--- config.mk ---
export PLATFORM = sky130hd
export DESIGN_NAME = audio_packet_builder
export DESIGN_NICKNAME = d
export VERILOG_FILES = /design/src/rtl/audio_pkt_pkg.sv /design/src/rtl/audio_sample_fifo.sv /design/src/rtl/audio_packet_builder.sv
export SDC_FILE = /design/constraint.sdc
export NUM_CORES = 1
export LEC_CHECK = 0
export BUFFER_PORTS_ARGS = -buffer_cell sky130_fd_sc_hd__buf_4
export CAP_MARGIN = 20
export CORE_AREA = 2 2 83 85
export CTS_CLUSTER_SIZE = 30
export DETAILED_ROUTE_END_ITERATION = 7
export DIE_AREA = 0 0 85 87
export PLACE_DENSITY = 0.93
export SLEW_MARGIN = 20
export SYNTH_ARGS = -nofsm -noshare
export SYNTH_HDL_FRONTEND = slang
export SYNTH_SLANG_ARGS = --single-unit
export TNS_END_PERCENT = 5
--- constraint.sdc ---
create_clock -name clk -period 6.3 [get_ports clk]
set_input_delay 0.945 -clock clk [delete_from_list [all_inputs] [get_ports clk]]
set_output_delay 0.945 -clock clk [all_outputs]
set_load 0.02 [all_outputs]
--- src/rtl/audio_pkt_pkg.sv ---
// Shared definitions for the audio packet format: field slices, checksum rule
// and the transmit FSM encoding.
package audio_pkt_pkg;

    localparam int CHK_MSB  = 31;
    localparam int CHK_LSB  = 24;
    localparam int DEV_MSB  = 23;
    localparam int DEV_LSB  = 16;
    localparam int SEQ_MSB  = 15;
    localparam int SEQ_LSB  = 8;
    localparam int DATA_MSB = 7;
    localparam int DATA_LSB = 0;

    typedef enum logic [1:0] {
        ST_IDLE      = 2'd0,
        ST_SEND      = 2'd1,
        ST_WAIT_RESP = 2'd2
    } pkt_state_t;

    function automatic logic [7:0] pkt_checksum(input logic [7:0] dev,
                                                input logic [7:0] seq,
                                                input logic [7:0] data);
        return dev ^ seq ^ data;
    endfunction

endpackage

--- src/rtl/audio_sample_fifo.sv ---
// Synchronous sample FIFO with occupancy count; push and pop may coincide.
module audio_sample_fifo #(
    parameter int DEPTH = 4,
    parameter int WIDTH = 8
) (
    input  logic                     clk,
    input  logic                     rst,
    input  logic                     push,
    input  logic                     pop,
    input  logic [WIDTH-1:0]         wdata,
    output logic [WIDTH-1:0]         rdata,
    output logic [$clog2(DEPTH):0]   count,
    output logic                     full,
    output logic                     empty
);
    localparam int AW = $clog2(DEPTH);
    localparam int CW = AW + 1;

    logic [WIDTH-1:0] mem [DEPTH];
    logic [AW-1:0]    wr_ptr;
    logic [AW-1:0]    rd_ptr;
    logic             do_push;
    logic             do_pop;

    assign full    = (count == CW'(DEPTH));
    assign empty   = (count == '0);
    assign do_push = push && !full;
    assign do_pop  = pop && !empty;
    assign rdata   = mem[rd_ptr];

    always_ff @(posedge clk) begin
        if (do_push) mem[wr_ptr] <= wdata;
    end

    // Depth is a power of two, so the pointers wrap naturally.
    always_ff @(posedge clk or posedge rst) begin
        if (rst) begin
            wr_ptr <= '0;
            rd_ptr <= '0;
            count  <= '0;
        end else begin
            if (do_push) wr_ptr <= wr_ptr + 1'b1;
            if (do_pop)  rd_ptr <= rd_ptr + 1'b1;
            case ({do_push, do_pop})
                2'b10:   count <= count + 1'b1;
                2'b01:   count <= count - 1'b1;
                default: count <= count;
            endcase
        end
    end

endmodule

--- src/rtl/audio_packet_builder.sv ---
// Builds {chk, dev, seq, data} packets from buffered samples, sends each with a
// one-cycle valid pulse and retries or drops on reject/timeout.
//  state        | meaning
//  ST_IDLE      | waiting for a buffered sample; loads packet_out on exit
//  ST_SEND      | packet_valid pulse, response timer cleared
//  ST_WAIT_RESP | sampling accept/reject while the timer runs
module audio_packet_builder
    import audio_pkt_pkg::*;
#(
    parameter int FIFO_DEPTH   = 4,
    parameter int MAX_RETRY    = 2,
    parameter int RESP_TIMEOUT = 16
) (
    input  logic                         clk,
    input  logic                         rst,
    input  logic [7:0]                   sample_in,
    input  logic                         sample_valid,
    output logic                         sample_ready,
    input  logic [7:0]                   dev_id_cfg,
    output logic [31:0]                  packet_out,
    output logic                         packet_valid,
    input  logic                         packet_accepted,
    input  logic                         packet_rejected,
    output logic                         tx_busy,
    output logic                         drop_pulse,
    output logic [7:0]                   seq_num_out,
    output logic [$clog2(FIFO_DEPTH):0]  fifo_count
);
    localparam int RW = (MAX_RETRY > 0) ? $clog2(MAX_RETRY + 1) : 1;
    localparam int TW = (RESP_TIMEOUT > 1) ? $clog2(RESP_TIMEOUT) : 1;
    localparam logic [RW-1:0] RETRY_LIMIT = RW'(MAX_RETRY);
    localparam logic [TW-1:0] TIMER_LAST  = TW'(RESP_TIMEOUT - 1);

    pkt_state_t    state, state_next;
    logic [7:0]    seq;
    logic [RW-1:0] retry_cnt;
    logic [TW-1:0] timer;
    logic [7:0]    fifo_head;
    logic          fifo_full, fifo_empty, avail_q;
    logic          push, pop, load, retry, drop;
    logic          resp_ok, resp_fail;

    assign sample_ready = !fifo_full;
    assign push         = sample_valid && sample_ready;

    audio_sample_fifo #(.DEPTH(FIFO_DEPTH), .WIDTH(8)) u_fifo (
        .clk   (clk),
        .rst   (rst),
        .push  (push),
        .pop   (pop),
        .wdata (sample_in),
        .rdata (fifo_head),
        .count (fifo_count),
        .full  (fifo_full),
        .empty (fifo_empty)
    );

    assign packet_valid = (state == ST_SEND);
    assign tx_busy      = (state != ST_IDLE);
    assign seq_num_out  = seq;
    assign resp_ok      = packet_accepted && !packet_rejected;
    assign resp_fail    = packet_rejected || (timer == TIMER_LAST);

    // avail_q delays IDLE by one cycle after a sample lands in an empty buffer,
    // but back-to-back packets still leave IDLE immediately.
    always_comb begin
        state_next = state;
        load       = 1'b0;
        retry      = 1'b0;
        drop       = 1'b0;
        pop        = 1'b0;
        case (state)
            ST_IDLE: begin
                if (avail_q && !fifo_empty) begin
                    load       = 1'b1;
                    state_next = ST_SEND;
                end
            end
            ST_SEND: state_next = ST_WAIT_RESP;
            ST_WAIT_RESP: begin
                if (resp_ok) begin
                    pop        = 1'b1;
                    state_next = ST_IDLE;
                end else if (resp_fail) begin
                    if (retry_cnt < RETRY_LIMIT) begin
                        retry      = 1'b1;
                        state_next = ST_SEND;
                    end else begin
                        drop       = 1'b1;
                        pop        = 1'b1;
                        state_next = ST_IDLE;
                    end
                end
            end
            default: state_next = ST_IDLE;
        endcase
    end

    always_ff @(posedge clk or posedge rst) begin
        if (rst) state <= ST_IDLE;
        else     state <= state_next;
    end

    always_ff @(posedge clk or posedge rst) begin
        if (rst) begin
            seq        <= '0;
            retry_cnt  <= '0;
            timer      <= '0;
            avail_q    <= 1'b0;
            drop_pulse <= 1'b0;
            packet_out <= '0;
        end else begin
            avail_q    <= !fifo_empty;
            drop_pulse <= drop;
            timer      <= (state == ST_WAIT_RESP) ? timer + 1'b1 : '0;
            if (pop) begin
                seq       <= seq + 8'd1;
                retry_cnt <= '0;
            end else if (retry) begin
                retry_cnt <= retry_cnt + 1'b1;
            end
            if (load) begin
                packet_out[CHK_MSB:CHK_LSB]   <= pkt_checksum(dev_id_cfg, seq, fifo_head);
                packet_out[DEV_MSB:DEV_LSB]   <= dev_id_cfg;
                packet_out[SEQ_MSB:SEQ_LSB]   <= seq;
                packet_out[DATA_MSB:DATA_LSB] <= fifo_head;
            end
        end
    end

endmodule

After elaboration in Yosys (flattened, before gate mapping):

Memories as Yosys holds them, arrays and structs flattened.
Cells that the tools add are included.
Widths: inputs -> output; s select.

* $add $sub $neg: 7
* multiply operators: 0
* divide/modulo/power cells: 0
* magnitude comparators: 1
* equality and inequality tests: 8
* shifts and indexed selects: 0
* multiplexer cells: 23
* bitwise gates (word level): 2
* reduce and logical (&&, ||, !) cells: 15

Operator list (number)
* $xor 8x8->8: 2
* $mux 1: 15
* $mux 2: 5
* $add 8x1->8 const B: 1
* $add 2x1->2 const B: 3
* $pmux 2 s3: 1
* $pmux 3 s2: 1
* $reduce_bool 2->1: 3
* $logic_and 1x1->1: 5
* $add 4x1->4 const B: 1
* $eq 2x1->1 const B: 2
* $eq 2x2->1 const B: 2
* $eq 4x4->1 const B: 1
* $mux 4: 1
* $add 3x1->3 const B: 1
* $eq 3x3->1 const B: 1
* $logic_not 1->1: 3
* $logic_not 3->1: 1
* $ne 3x3->1 const B: 1
* $sub 3x1->3 const B: 1
* $logic_not 2->1: 1
* $lt 2x2->1 const B: 1
* $ne 2x2->1 const B: 1
* $reduce_and 2->1: 1
* $logic_or 1x1->1: 1

* register bits after elaboration: 57
* latch bits: 0
* memory bits (writable): 32
* ROM bits: 0
* logic and storage cells: 67
* memories: 1

Memories
* u_fifo.mem: depth 4, bits a word 8, rd ports 1, clocked after Yosys merged registers in 0, write ports 1, line audio_sample_fifo.sv:19 `logic [WIDTH-1:0] mem [DEPTH];`

Depth between registers and ports, before layout:

Gate-level depths: netlist of the first run.

* depth in word-level cells: 8
* mapped depth: 11

Modules after synthesis:

A second synthesis of the first run with hierarchy kept.

* cells, all modules: 301
* area total of the unflattened synthesis: 3751.1 µm²

By module, submodules not included
* audio_packet_builder: times used 1, cells an instance 221, area an instance 2154.6 µm²
* audio_sample_fifo: times used 1, cells an instance 80, area an instance 1596.5 µm²

Least setup slack after synthesis of the first run:

No wires, ideal clock.

* path kind: input to register
* start: in packet_rejected
* end: reg u_fifo.count[2]
* library setup time: 132 ps
* arrival time: 2482 ps
* required time: 6168 ps
* slack: 3686 ps
* stages: 10
* buffers on the path: 1
* cells stage by stage: a311o_1 > o211a_1 > buf_2 > and2_4 > ha_1 > inv_1 > fa_1 > xor2_1 > nor2_1 > xor2_1

* longest elaborated chain between the ends: 7
* elaborated cells on any way between the ends: 11
* classes of those cells: eq/ne: 2; mux: 4; reduce/logical: 5

Ends and longest elaborated chain
* start: declaration: line audio_packet_builder.sv:23 `input logic packet_rejected,`
* $logic_or 1x1->1 / $logic_not 1->1 (equally long branches): line audio_packet_builder.sv:62, audio_packet_builder.sv:61
* $mux 1 / $logic_and 1x1->1 (equally long branches): line audio_packet_builder.sv:84, audio_packet_builder.sv:61
* $mux 1 *: line audio_packet_builder.sv:81 `if (resp_ok) begin`
* $mux 1 *: line audio_packet_builder.sv:72 `case (state)`
* $logic_and 1x1->1 *: line audio_sample_fifo.sv:28 `assign do_pop = pop && !empty;`
* named net u_fifo.do_pop: line audio_sample_fifo.sv:23 `logic do_pop;`
* $eq 2x1->1 / $eq 2x2->1 (equally long branches): line audio_sample_fifo.sv:44 `case ({do_push, do_pop})`
* $pmux 3 s2 / $reduce_bool 2->1 (equally long branches)
* end signal: assignment: line audio_sample_fifo.sv:45 `2'b10: count <= count + 1'b1;`
* end signal: assignment: line audio_sample_fifo.sv:46 `2'b01: count <= count - 1'b1;`
* end signal: assignment: line audio_sample_fifo.sv:47 `default: count <= count;`
* end: declaration: line audio_sample_fifo.sv:12 `output logic [$clog2(DEPTH):0] count,`

Mark *: on every way through the listed nets, which the timed path passes. The rest lies on a longest branch.
A chain may end at the register's enable or synchronous reset.

Worst setup path after layout of the first run:

* start: in packet_accepted
* end: reg u_fifo.count[2]

* longest elaborated chain between the ends: 6
* elaborated cells on any way between the ends: 8
* classes of those cells: eq/ne: 2; mux: 3; reduce/logical: 3

Ends and longest elaborated chain
* start: declaration: line audio_packet_builder.sv:22 `input logic packet_accepted,`
* $logic_and 1x1->1 *: line audio_packet_builder.sv:61 `assign resp_ok = packet_accepted && !packet_rejected;`
* $mux 1 *: line audio_packet_builder.sv:81
* $mux 1 *: line audio_packet_builder.sv:72
* $logic_and 1x1->1 *: line audio_sample_fifo.sv:28
* named net u_fifo.do_pop: line audio_sample_fifo.sv:23
* $eq 2x1->1 / $eq 2x2->1 (equally long branches): line audio_sample_fifo.sv:44
* $pmux 3 s2 / $reduce_bool 2->1 (equally long branches)

Marked as above.

==> impl_metrics.ini, run 1 <==
[clock_network]
cts_tree = yes
max-clock-path-buffers = 2
post-cts-setup-buffers = 0
cts-buffers-inserted = 9
clk_pin_slew_ns = 0.09
cts-htree-levels = 3
cts-resized-gates = 0
buffer_cell_driving_the_clock_tree_root = sky130_fd_sc_hd__clkbuf_8
clock_insertion_delay_worst_skew_ns = 0.36
cts_hold_repair.buffers = 0
numClockSinks = 89

[pwr]
pwr_density_cell_mw_per_mm2 = 501
power_leakage_nw = 1.96
vdd_drop_max_v = 0.000268

[drt]
drt_iter0_drc = 193
wire_per_inst_um = 16.3
drtPass1Iterations = 4
routed-via-count = 2137
vias_per_cell = 5.34
remaining_drc_errors = 0
route.antenna.remaining_nets = 0
postRouteWirelength_um = 6520

[global_routing]
grt_start_max_net_pins = 58
grt.overflow.total = 0
global_route.usage.met1_pct = 24.7
grtUsageMet3_pct = 3.79
globalRoute.busiestLayer = met2
met2_usage_grt_pct = 31.0
groute.usage.overall_pct = 19.0
initial_antenna_violation_count = 0
grt_pass1_wl_um = 10600
vias_in_the_first_global_route = 2185

[placement]
dpl.cell_count = 384
routabilityCongestion = 0.732
port_buf_inserts = 67
preCtsSetupSlack_ns = 3.37
hpwl_um = 4590

[yosys]
synth-seq-cells = 89
synth_enable_flop_cells = 32
netlist_top_cells_area = sky130_fd_sc_hd__dfrtp_1, sky130_fd_sc_hd__edfxtp_1, sky130_fd_sc_hd__mux2_2
synthesis.yosys.warnings = 0
syn-num-nets = 275
synth.top_cells.by_count = sky130_fd_sc_hd__dfrtp_1, sky130_fd_sc_hd__edfxtp_1, sky130_fd_sc_hd__mux2_2, sky130_fd_sc_hd__xnor2_1, sky130_fd_sc_hd__nand2_1
synth_compound_gate_area_share_pct = 2.96
postSynthCellCount = 246
yosysMostFrequentCell = sky130_fd_sc_hd__dfrtp_1
syn_avg_cell_area_sq_um = 15.1
yosys-mux-area-fraction_pct = 13.0
post-synth-top-area-cell = sky130_fd_sc_hd__dfrtp_1
simple_gate_area_share_of_the_yosys_netlist_pct = 6.66
synthXorXnorAreaFrac_pct = 7.30
post-synth-top-area-fraction_pct = 38.4
post_synth_arst_share_pct = 64.0
ys.flop_type = sky130_fd_sc_hd__dfrtp_1
synth-seq-area-share_pct = 64.2
combinational_family_with_the_most_area_after_synthesis = multiplexers
total_standard_cell_area_after_synthesis_sq_mm = 0.00372
synth-adder-area-share_pct = 2.89
yosysUniqueCellTypes = 34

[setup_path]
endpoint_kind = register
critPathArrivalTime_ns = 2.86
crit_path_top_delay_cell = sky130_fd_sc_hd__o211a_1
cp_max_fo = 10
worst_setup_path_start_kind = input pin
critPathRequiredTime_ns = 6.59
cp_common_cell = sky130_fd_sc_hd__xor2_1
timing.critical_path.slowest_cell_delay_ns = 0.39
critical_path_class = in -> reg
worstPathCellList = buf_4, a311o_1, o211a_1, and2_4, ha_1, inv_1, fa_1, xor2_1, nor2_1, xor2_1

[status]
result_of_the_run = finished clean

[finish]
num-nets-final = 344
stdcell_count = 400
flow.area_growth_from_synthesis_pct = 19.6
finalCoreUtilization_pct = 67.7
antenna_cells = 0
drive_gt1_share_pct = 36.9

[sta]
slew_headroom_pct = 52.1
grt_setup_unrepaired = no
tightest_slew_ns = 0.718
slew_violations = 0
timing.final.hold_violations = 0
finalClockSkew_ns = 0.00871
fin_tns_setup_ns = 0
timing.final.crit_period_ns = 2.57
fin_crit_sh_pct = 40.8
worst_hold_slack_ns = 0.475
final.setup.worst_slack_ns = 3.73
timing.final.setup_violations = 0
max_clock_freq_mhz = 389

[die]
start_util_pct = 56.6
rows = 30
io-pin-count = 68
die-area_sq_mm = 0.00740
die_y_um = 87
fp.coreArea_sq_mm = 0.00657
fp.dieW_um = 85

[job]
maxCapViolCount = 0

[min_path]
hold_path.class = reg -> reg
## power by group
part / internal [mW] / switching [mW] / total, mW
logic: 0.438 / 0.468 / 0.906
registers: 0.793 / 0.148 / 0.941
clock network: 0.155 / 0.223 / 0.379
total: 1.39 / 0.839 / 2.23
## logic make-up (layout without fill, tap and decap cells)
kind of cell / after synthesis / in the layout
buffers and inverters: 18 / 92
adder cells (fa/ha/maj): 8 / 8
AND/OR/NAND/NOR: 48 / 48
AO/OA/AOI/OAI: 17 / 17
flip-flops: 89 / 89
XOR/XNOR: 31 / 31
multiplexers: 35 / 35
## critical path: cells and delay by family
kind            cells  cell delay, ns
fa+ha+maj           2            0.57
simple gates        2            0.33
buf+inv             2            0.17
compound gates      2            0.56
xor+xnor            2            0.29
## routing by layer
| metal | part of all wire, % | vias to the layer above |
|---|---|---|
| met5 | 0 | - |
| li1 | - | 1010 |
| met1 | 43 | 1060 |
| met2 | 51 | 55 |
| met4 | 2.2 | 0 |
| met3 | 4.5 | 12 |
## cell usage in the layout (no fill, tap or decap), types with 8 or more instances in the layout
| master | count |
|---|---|
| sky130_fd_sc_hd__edfxtp_1 | 32 |
| sky130_fd_sc_hd__mux4_2 | 8 |
| sky130_fd_sc_hd__buf_4 | 68 |
| sky130_fd_sc_hd__mux2_2 | 22 |
| sky130_fd_sc_hd__xnor2_1 | 18 |
| sky130_fd_sc_hd__nor2_1 | 9 |
| sky130_fd_sc_hd__clkbuf_8 | 9 |
| sky130_fd_sc_hd__xor2_1 | 13 |
| sky130_fd_sc_hd__o21ai_0 | 11 |
| sky130_fd_sc_hd__dfrtp_1 | 57 |
| sky130_fd_sc_hd__nand2_1 | 15 |
## sequential cells by signal, indices dropped and copies added, names as in the netlist, 2 cells and up
signal         flops
packet_out        32
retry_cnt          2
seq_num_out        8
state              2
timer              4
u_fifo.count       3
u_fifo.mem        32
u_fifo.rd_ptr      2
u_fifo.wr_ptr      2
## final cells by class
| type | count | area, sq um |
|---|---|---|
| clock buffer | 9 | 124 |
| clock inverter | 7 | 72.6 |
| fill | 471 | 2120 |
| inverter | 8 | 30.0 |
| multi-input combinational | 139 | 1220 |
| sequential | 89 | 2390 |
| tap | 80 | 100 |
| timing repair buffer | 68 | 510 |
## metrics by stage
| step | total power, mW | area (sq um) |
|---|---|---|
| after floorplan | 1.59 | 3720 |
| after global placement | 1.83 | 4250 |
| after detailed placement | 1.88 | 4250 |
| after CTS | 2.25 | 4440 |
| after global routing | 2.37 | 4440 |
| final | 2.23 | 4440 |
## path summary, 6_finish.rpt
check                                      from         endpoint  slack, ns  depth (start not counted)
worst max register to register         timer[0]  u_fifo.count[2]       3.74                         10
worst max-delay path            packet_accepted  u_fifo.count[2]       3.73                         10
max in group asynchronous                   rst   packet_out[17]       5.05                          3
min in group asynchronous                   rst   packet_out[11]       0.78                          3
worst min-delay path                   timer[0]         timer[0]       0.47                          1
worst min register to register         timer[0]         timer[0]       0.47                          1
(Power assumes the default switching activity.)
==> run 2, diff against run 1 <==
- CORE_AREA: 2 2 83 85 -> 2 2 90 92
- DIE_AREA: 0 0 85 87 -> 0 0 92 94
- PLACE_DENSITY: 0.93 -> 0.85
- clock period: 6.3 -> 2.05 ns (I/O delays scaled with it)
==> run 2 against run 1 <==
Effect of this change:
- the run now ends with setup timing left
- critical path depth shrank 2
- flip-flop and latch count is the same
- worst hold slack lost 0.45 ns
- largest power group is now combinational cells
==> impl_metrics.ini, run 2 (synthesized netlist as in run 1, its figures left out) <==
[sta]
finalClockSkew_ns = 0.00814
timing.final.setup_violations = 1
timing.final.hold_violations = 0
slew_headroom_pct = 70.2
slew_violations = 0
tightest_slew_ns = 0.448
fin_crit_sh_pct = 101
final.setup.worst_slack_ns = -0.0163
worst_hold_slack_ns = 0.0204
max_clock_freq_mhz = 484
fin_tns_setup_ns = -0.0163
timing.final.crit_period_ns = 2.07
grt_setup_unrepaired = yes

[setup_path]
worstPathCellList = ha_2, a311o_1, o211a_1, and2_4, ha_4, inv_2, fa_2, mux2i_1
critical_path_class = reg -> reg
endpoint_kind = register
cp_max_fo = 2
timing.critical_path.slowest_cell_delay_ns = 0.42
critPathRequiredTime_ns = 2.32
crit_path_top_delay_cell = sky130_fd_sc_hd__fa_2
critPathArrivalTime_ns = 2.33
worst_setup_path_start_kind = register

[drt]
wire_per_inst_um = 15.4
vias_per_cell = 4.98
remaining_drc_errors = 0
route.antenna.remaining_nets = 0
drt_iter0_drc = 63
routed-via-count = 2171
postRouteWirelength_um = 6720
drtPass1Iterations = 4

[pwr]
vdd_drop_max_v = 0.000653
p_comb_share_pct = 43.3
power_leakage_nw = 2.03
power_share_of_the_sequential_group_pct = 40.2
report.power.total_mw = 7.10
netSwitchingPower_mw = 2.55
pwr_density_cell_mw_per_mm2 = 1530
p_int_mw = 4.55
clock_power_share_pct = 16.4
sw_frac_of_total_pct = 36.0

[placement]
port_buf_inserts = 67
hpwl_um = 4800
routabilityCongestion = 0.765
dpl.cell_count = 415
preCtsSetupSlack_ns = -0.0392

[status]
failed_checks = setup timing
result_of_the_run = complete, but fails checks

[die]
fp.coreArea_sq_mm = 0.00761
fp.dieW_um = 92
io-pin-count = 68
rows = 32
die-area_sq_mm = 0.00865
die_y_um = 94
start_util_pct = 48.9

[clock_network]
cts_tree = yes
clk_pin_slew_ns = 0.09
numClockSinks = 89
max-clock-path-buffers = 2
cts_hold_repair.buffers = 0
cts-buffers-inserted = 9
clock_insertion_delay_worst_skew_ns = 0.35
buffer_cell_driving_the_clock_tree_root = sky130_fd_sc_hd__clkbuf_8
cts-htree-levels = 3

[global_routing]
groute.usage.overall_pct = 16.3
grt_pass1_wl_um = 10700
initial_antenna_violation_count = 0
grt.overflow.total = 0
grt_start_max_net_pins = 58
vias_in_the_first_global_route = 2217

[job]
maxCapViolCount = 0

[finish]
stdcell_count = 436
drive_gt1_share_pct = 40.7
layout.cells.most_common_list = sky130_fd_sc_hd__buf_4, sky130_fd_sc_hd__dfrtp_1, sky130_fd_sc_hd__edfxtp_1
num-nets-final = 358
flow.area_growth_from_synthesis_pct = 24.6
antenna_cells = 0
mostFrequentLayoutCell = sky130_fd_sc_hd__buf_4

[min_path]
hold_path.class = in -> async
## run 2: cell count changes in the layout (fill, tap and decap cells not counted), sizes merged
| cell | previous run | this run |
|---|---|---|
| clkinvlp | 1 | 3 |
| inv | 12 | 8 |
| clkinv | 2 | 3 |
| buf | 68 | 82 |
| bufinv | 0 | 1 |
## run 2: repair_timing
action                                  CTS  global route
pin swaps                                 1             1
gates resized for setup                   1             0
buffers inserted                          2             3
endpoints found under the setup margin    2             2
## run 2: metal layers
| layer | wire length, um | global-route usage (%) | up-vias |
|---|---|---|---|
| met5 | 0 | 0 | - |
| met3 | 271 | 3.13 | 14 |
| met2 | 3360 | 26.3 | 60 |
| met4 | 148 | 8.08 | 0 |
| met1 | 2930 | 21.3 | 1062 |
| li1 | - | - | 1035 |
## run 2: power by group through the flow
stage	sequential (mW)	clock (mW)	combinational (mW)
4_1_cts	2.86	1.19	3.11
2_1_floorplan	3.16	0	1.75
3_5_place_dp	2.90	0	3.08
5_1_grt	2.92	1.27	3.34
6_report	2.86	1.17	3.08
3_3_place_gp	2.85	0	3.00
## run 2: layout make-up
cell class / count / area (sq um)
Clock buffer: 9 / 124
Clock inverter: 7 / 71.3
Fill cell: 596 / 2980
Inverter: 8 / 30.0
Multi-Input combinational cell: 139 / 1240
Sequential cell: 89 / 2390
Tap cell: 102 / 128
Timing Repair Buffer: 82 / 653
## run 2: path summary, 6_finish.rpt
check,from,end,slack (ns),cells past startpoint
setup / recovery,timer[1],u_fifo.count[1],-0.02,8
hold / removal,rst,u_fifo.rd_ptr[0],0.02,3
setup reg to reg,timer[1],u_fifo.count[1],-0.02,8
hold reg to reg,packet_out[27],packet_out[27],0.49,2
max in group asynchronous,rst,packet_out[0],1.79,3
min in group clk,sample_in[0],u_fifo.mem[3][0],0.16,1
## run 2: stage by stage
stage | utilization, % | cell area, sq um
after floorplan | - | 3740
after global routing | 60.9 | 4630
after detailed placement | 57.8 | 4400
final | 60.9 | 4630
after global placement | 57.8 | 4400
after CTS | 60.6 | 4610
## run 2: critical path: cells and delay by family, from the launching register on
kind / cells / cell delay [ns]
adders and majority gates: 3 / 0.78
AOI/OAI and AO/OA: 2 / 0.42
DFF: 1 / 0.39
and+or+nand+nor: 1 / 0.18
muxes: 1 / 0.16
buffers and inverters: 1 / 0.05
